===== src/rtl/instruction_fetch_unit_pkg.sv =====
// Shared definitions for the fetch stage and the control FSM that consumes it.
// Holds the fetch state encoding, the default address/data widths and the
// reset PC, plus a helper that classifies states as busy.
package instruction_fetch_unit_pkg;

    localparam int              IFU_ADDR_W   = 16;
    localparam int              IFU_DATA_W   = 16;
    localparam logic [15:0]     IFU_RESET_PC = 16'h0000;

    typedef enum logic [1:0] {
        IDLE  = 2'd0,
        REQ   = 2'd1,
        HOLD  = 2'd2,
        FLUSH = 2'd3
    } fetch_state_t;

    function automatic logic state_is_busy(input fetch_state_t s);
        return (s != IDLE);
    endfunction

endpackage


===== src/rtl/instruction_fetch_unit_program_counter.sv =====
// Program counter register for the fetch stage.
// Ports:
//   clk, rst  : core clock, synchronous active-high reset (pc <= RESET_PC)
//   load      : redirect; takes priority over inc
//   load_val  : redirect target
//   inc       : advance to the next word, wrapping modulo 2^ADDR_W
//   pc        : current program counter
module instruction_fetch_unit_program_counter
    import instruction_fetch_unit_pkg::*;
#(
    parameter int                ADDR_W   = IFU_ADDR_W,
    parameter logic [ADDR_W-1:0] RESET_PC = IFU_RESET_PC[ADDR_W-1:0]
) (
    input  logic              clk,
    input  logic              rst,
    input  logic              load,
    input  logic [ADDR_W-1:0] load_val,
    input  logic              inc,
    output logic [ADDR_W-1:0] pc
);

    always_ff @(posedge clk) begin
        if (rst) begin
            pc <= RESET_PC;
        end else if (load) begin
            pc <= load_val;
        end else if (inc) begin
            // Natural overflow of the ADDR_W-bit sum gives the required wrap.
            pc <= pc + ADDR_W'(1);
        end
    end

endmodule


===== src/rtl/instruction_fetch_unit.sv =====
// Instruction fetch stage for the 16-bit RISC core.
// Owns the PC, issues word reads to main memory with a ready handshake,
// captures the returned word and offers it (with its address) to the
// instruction register through a valid/ready handshake. Redirects from the
// control FSM flush the stage; a read that never completes raises a sticky
// fetch_err.
// Ports:
//   clk, rst                 : core clock, synchronous active-high reset
//   enable                   : permits starting new reads
//   mem_read/mem_addr        : read request and its (stable) address
//   mem_rdata/mem_ready      : read data and completion strobe
//   instr/instr_pc/instr_valid, instr_ready : fetched word to consumer
//   pc_load/pc_load_val      : redirect request and target
//   pc                       : next fetch address
//   busy                     : stage in REQ, HOLD or FLUSH
//   fetch_err                : sticky memory timeout flag
module instruction_fetch_unit
    import instruction_fetch_unit_pkg::*;
#(
    parameter int                ADDR_W   = IFU_ADDR_W,
    parameter int                DATA_W   = IFU_DATA_W,
    parameter logic [ADDR_W-1:0] RESET_PC = IFU_RESET_PC[ADDR_W-1:0],
    parameter int                TIMEOUT  = 15
) (
    input  logic              clk,
    input  logic              rst,
    input  logic              enable,
    output logic              mem_read,
    output logic [ADDR_W-1:0] mem_addr,
    input  logic [DATA_W-1:0] mem_rdata,
    input  logic              mem_ready,
    output logic [DATA_W-1:0] instr,
    output logic [ADDR_W-1:0] instr_pc,
    output logic              instr_valid,
    input  logic              instr_ready,
    input  logic              pc_load,
    input  logic [ADDR_W-1:0] pc_load_val,
    output logic [ADDR_W-1:0] pc,
    output logic              busy,
    output logic              fetch_err
);

    localparam int              CNT_W    = $clog2(TIMEOUT + 1);
    localparam logic [CNT_W-1:0] CNT_LAST = CNT_W'(TIMEOUT - 1);

    fetch_state_t      state, state_nxt;
    logic [CNT_W-1:0]  tmo_cnt;

    // Registered output stage: captured word, its address and its valid.
    logic [DATA_W-1:0] instr_p1;
    logic [ADDR_W-1:0] instr_pc_p1;
    logic              vld_p1;
    logic              err_p1;

    logic pc_load_en, pc_inc_en, capture;
    logic vld_clr, err_set, err_clr, cnt_clr, cnt_inc;

    instruction_fetch_unit_program_counter #(
        .ADDR_W   (ADDR_W),
        .RESET_PC (RESET_PC)
    ) u_pc (
        .clk      (clk),
        .rst      (rst),
        .load     (pc_load_en),
        .load_val (pc_load_val),
        .inc      (pc_inc_en),
        .pc       (pc)
    );

    always_comb begin
        state_nxt  = state;
        pc_load_en = 1'b0;
        pc_inc_en  = 1'b0;
        capture    = 1'b0;
        vld_clr    = 1'b0;
        err_set    = 1'b0;
        err_clr    = 1'b0;
        cnt_clr    = 1'b0;
        cnt_inc    = 1'b0;

        if (pc_load) begin
            // Redirect wins everywhere: any returning data or pending
            // consumer handshake in this cycle is discarded.
            state_nxt  = FLUSH;
            pc_load_en = 1'b1;
            vld_clr    = 1'b1;
            err_clr    = 1'b1;
            cnt_clr    = 1'b1;
        end else begin
            case (state)
                IDLE: begin
                    if (enable && !err_p1) begin
                        state_nxt = REQ;
                    end
                end
                REQ: begin
                    if (mem_ready) begin
                        capture   = 1'b1;
                        pc_inc_en = 1'b1;
                        cnt_clr   = 1'b1;
                        state_nxt = HOLD;
                    end else if (tmo_cnt == CNT_LAST) begin
                        err_set   = 1'b1;
                        cnt_clr   = 1'b1;
                        state_nxt = IDLE;
                    end else begin
                        cnt_inc   = 1'b1;
                    end
                end
                HOLD: begin
                    if (instr_ready) begin
                        vld_clr   = 1'b1;
                        state_nxt = enable ? REQ : IDLE;
                    end
                end
                FLUSH: begin
                    state_nxt = enable ? REQ : IDLE;
                end
                default: begin
                    state_nxt = IDLE;
                end
            endcase
        end
    end

    // Stage p0 -> p1: state, memory request and captured word.
    always_ff @(posedge clk) begin
        if (rst) begin
            state       <= IDLE;
            tmo_cnt     <= '0;
            mem_read    <= 1'b0;
            mem_addr    <= '0;
            instr_p1    <= '0;
            instr_pc_p1 <= '0;
            vld_p1      <= 1'b0;
            err_p1      <= 1'b0;
        end else begin
            state    <= state_nxt;
            // pc never changes on a transition into REQ (increments leave
            // for HOLD, loads leave for FLUSH), so the current pc is the
            // address for the whole request.
            mem_read <= (state_nxt == REQ);
            if (state_nxt == REQ) begin
                mem_addr <= pc;
            end

            if (cnt_clr) begin
                tmo_cnt <= '0;
            end else if (cnt_inc) begin
                tmo_cnt <= tmo_cnt + CNT_W'(1);
            end

            if (capture) begin
                instr_p1    <= mem_rdata;
                instr_pc_p1 <= pc;
            end

            if (capture) begin
                vld_p1 <= 1'b1;
            end else if (vld_clr) begin
                vld_p1 <= 1'b0;
            end

            if (err_clr) begin
                err_p1 <= 1'b0;
            end else if (err_set) begin
                err_p1 <= 1'b1;
            end
        end
    end

    assign instr       = instr_p1;
    assign instr_pc    = instr_pc_p1;
    assign instr_valid = vld_p1;
    assign fetch_err   = err_p1;
    assign busy        = state_is_busy(state);

endmodule


===== config.mk =====
export PLATFORM = sky130hd
export DESIGN_NAME = instruction_fetch_unit
export DESIGN_NICKNAME = d
export VERILOG_FILES = /design/src/rtl/instruction_fetch_unit_pkg.sv /design/src/rtl/instruction_fetch_unit_program_counter.sv /design/src/rtl/instruction_fetch_unit.sv
export SDC_FILE = /design/constraint.sdc
export NUM_CORES = 1
export LEC_CHECK = 0
export CORE_UTILIZATION = 35
export CTS_BUF_LIST = sky130_fd_sc_hd__clkbuf_4
export DETAILED_ROUTE_END_ITERATION = 10
export HOLD_SLACK_MARGIN = 0.06
export MAX_ROUTING_LAYER = met4
export PLACE_DENSITY = 0.73
export RECOVER_POWER = 50
export SETUP_SLACK_MARGIN = 0.05
export SLEW_MARGIN = 10
export SYNTH_ARGS = -nofsm -noshare
export SYNTH_HDL_FRONTEND = slang
export SYNTH_SLANG_ARGS = --single-unit

===== constraint.sdc =====
create_clock -name clk -period 1.8 [get_ports clk]
set_input_delay 0.36 -clock clk [delete_from_list [all_inputs] [get_ports clk]]
set_output_delay 0.36 -clock clk [all_outputs]
set_load 0.01 [all_outputs]

==> results.cfg <==
[sta]
worst_slack_ns = 0.0808
clock_skew_ns = 0.0168
holdWs_ns = 0.308
final.period_utilization = 0.955
setup_viol = 0
fin_crit_ns = 1.72
slew_viol_final = 0
rsz0062_at_grt = no
hold_viol_final = 0
fmax_ghz = 0.582
setup_tns_ns = 0
slew_headroom = 0.582
worstMarginPinSlew_ns = 0.627

[detailed_routing]
wl_per_cell_um = 14.2
drtIter0Drc = 125
ant_nets = 0
drc = 0
routed-via-count = 3034
dr.pass1.iters = 4
wl_mm = 8.66
viasPerCell = 4.96

[finish]
stdcell_count = 612
antennaDiodeCount = 0
nFillCells = 829
fin_util = 0.540
fin_nets = 540
area_delta_synth_final_pct = 48.6
layout-drive-gt1-share = 0.135

[yosys]
synth_compound_area_frac = 0.116
synthMuxAreaShare = 0.0538
synth_nets = 412
synth_top_family_by_area = simple AND/OR/NAND/NOR gates
ys.flop_type = dfxtp_1
synth.area.top_cells = dfxtp_1 46%, nand2_1 9.1%, nand2b_1 6.3%
yosys.area.top_type = dfxtp_1
syn_avg_cell_area_sq_um = 8.58
yosysMostFrequentCell = nand2_1
synth-simple-area-share = 0.279
yosysSeqAreaShare = 0.459
ys_ff_latch = 73
yosys-top-cells-count = 77 x nand2_1, 73 x dfxtp_1, 37 x a21oi_1, 32 x nand2b_1, 19 x nor2_1
ys_warn_count = 0
synth_xor_xnor_area_share = 0.0330
synth_cell_types = 51
synth_cells = 371
async_reset_ff_frac = 0
yosys.area_share.adder = 0.0118
synth_edf_count = 0
syn_area_sq_mm = 0.00318
yosysTopAreaCellShare = 0.459

[cts]
cts_buffers = 9
root_buffer = clkbuf_4
clkTransAtPathRegs_ns = 0.12
tritoncts = built
cts_sinks = 73
htree_levels = 3
clk_latency_ns = 0.41
cts_buffer_depth = 2
postCtsHoldBufs = 0

[global_route]
top_usage_layer = met2
grt_pass1_vias = 2886
grt_max_degree = 58
gr-total-overflow = 0
met2_usage = 0.302
grtUsageMet3 = 0.0367
grt_pass1_wl_mm = 14.1
grt_util_met1 = 0.240
grtUsageTotal = 0.190
grt_antenna_before_repair = 0

[worst_setup_path]
path_class = register to primary output
cpPeakStageDelay_ns = 0.60
worstPathArrival_ns = 1.36
cp_slowest_cell = dlygate4sd3_1
cp_top_family = buffers and inverters
critical_path.cell_chain = dlygate4sd3_1
critPathBufInv = 1
critPathLaunchType = register
cp-end-kind = primary output
cp_max_fo = 2
required_ns = 1.44

[hold_path]
hp-class = input port to register

[place]
place.gp.congestion = 0.872
io_buffers = 105
dpl.hpwl_mm = 6.15
post-place-cells = 594
dp_slack_ns = -0.364

[floorplan]
top_level_ports = 106
start_util = 0.363
rows = 34
coreArea_sq_mm = 0.00876
dieArea_sq_mm = 0.00948
die_h_um = 97.4
dieWidth_um = 97.4

[power_and_ir_drop]
p_leak_nw = 1.70
swShare = 0.260
powerDensity_mw_per_mm2 = 695
switching_power_uw = 855
p_int_mw = 2.43
p_seq_frac = 0.521
clkPwrFrac = 0.312
max-vdd-ir-drop_uv = 376
comb_power_share = 0.167

[status]
status = completed

[run]
max_cap_viol_count = 0
## layer usage
| layer | vias to the layer above | wire length (um) |
|---|---|---|
| li1 | 1519 | - |
| met2 | 91 | 4220 |
| met5 | - | 0 |
| met4 | 0 | 124 |
| met1 | 1412 | 3840 |
| met3 | 12 | 474 |
## power by group through the flow
| stage | logic, mW | registers, mW | clock network [mW] |
|---|---|---|---|
| after detailed placement | 0.556 | 1.75 | 0 |
| after CTS | 0.546 | 1.72 | 1.06 |
| after floorplan | 0.225 | 1.78 | 0 |
| after global routing | 0.594 | 1.73 | 1.14 |
| after global placement | 0.550 | 1.75 | 0 |
| final | 0.549 | 1.72 | 1.03 |
## logic make-up after synthesis
group	Yosys count
DFF	73
muxes	17
AOI/OAI and AO/OA	59
xor gates and xnor gates	12
and+or+nand+nor	176
buffers and inverters	31
adders and majority gates	3
## placed cells by master (no fill, tap or decap), types with 4 or more instances in the layout
master           synthesis  layout
a211oi_1                 8       8
a21oi_1                 37      37
buf_12                   1       4
buf_4                    0      21
clkbuf_1                18       6
clkbuf_2                 1       6
clkbuf_4                 0      12
clkdlybuf4s25_1          0       5
clkdlybuf4s50_1          0      83
dfxtp_1                 73      68
dfxtp_4                  0       4
dlygate4sd2_1            0      11
inv_1                    4       4
mux2i_1                 16      16
nand2_1                 77      77
nand2b_1                32      32
nand3_1                  7       7
nand4_1                  5       5
nor2_1                  19      19
nor3_1                   9       8
xnor2_1                 10      10
## what timing repair did
action                     4_1_cts  5_1_grt
gates cloned                     0        1
setup endpoints to repair       13       27
buffers inserted                 0        1
gates resized for setup         21       19
pin swaps                        0        0
## metrics by stage
step | power (mW) | cell area [sq um]
final | 3.29 | 4730
after global routing | 3.46 | 4730
after CTS | 3.33 | 4700
after detailed placement | 2.31 | 4570
after global placement | 2.30 | 4570
after floorplan | 2.01 | 3210
## path summary, 6_finish.rpt
check / from / to / slack [ns] / cells past startpoint
worst max-delay path: mem_addr[10] / mem_addr[10] / 0.08 / 1
worst min-delay path: rst / u_pc.pc[13] / 0.31 / 3
worst max register to register: u_pc.pc[9] / u_pc.pc[15] / 0.12 / 4
worst min register to register: instr[6] / instr[6] / 0.46 / 2
## layout make-up
class,instances,area (sq um),area share
Sequential cell,73,1480,0.312
Clock buffer,12,90.1,0.0190
Inverter,5,18.8,0.00397
Clock inverter,4,43.8,0.00926
Tap cell,108,135,0.0286
Multi-Input combinational cell,267,1620,0.341
Timing Repair Buffer,143,1350,0.285
## registers in the layout, indices dropped and copies added (netlist names)
name         count
instr_pc        16
fetch_err        1
u_pc.pc         16
instr_valid      1
instr           16
mem_read         1
tmo_cnt          4
mem_addr        16
state            2
Power figures use the tool's default switching activity.
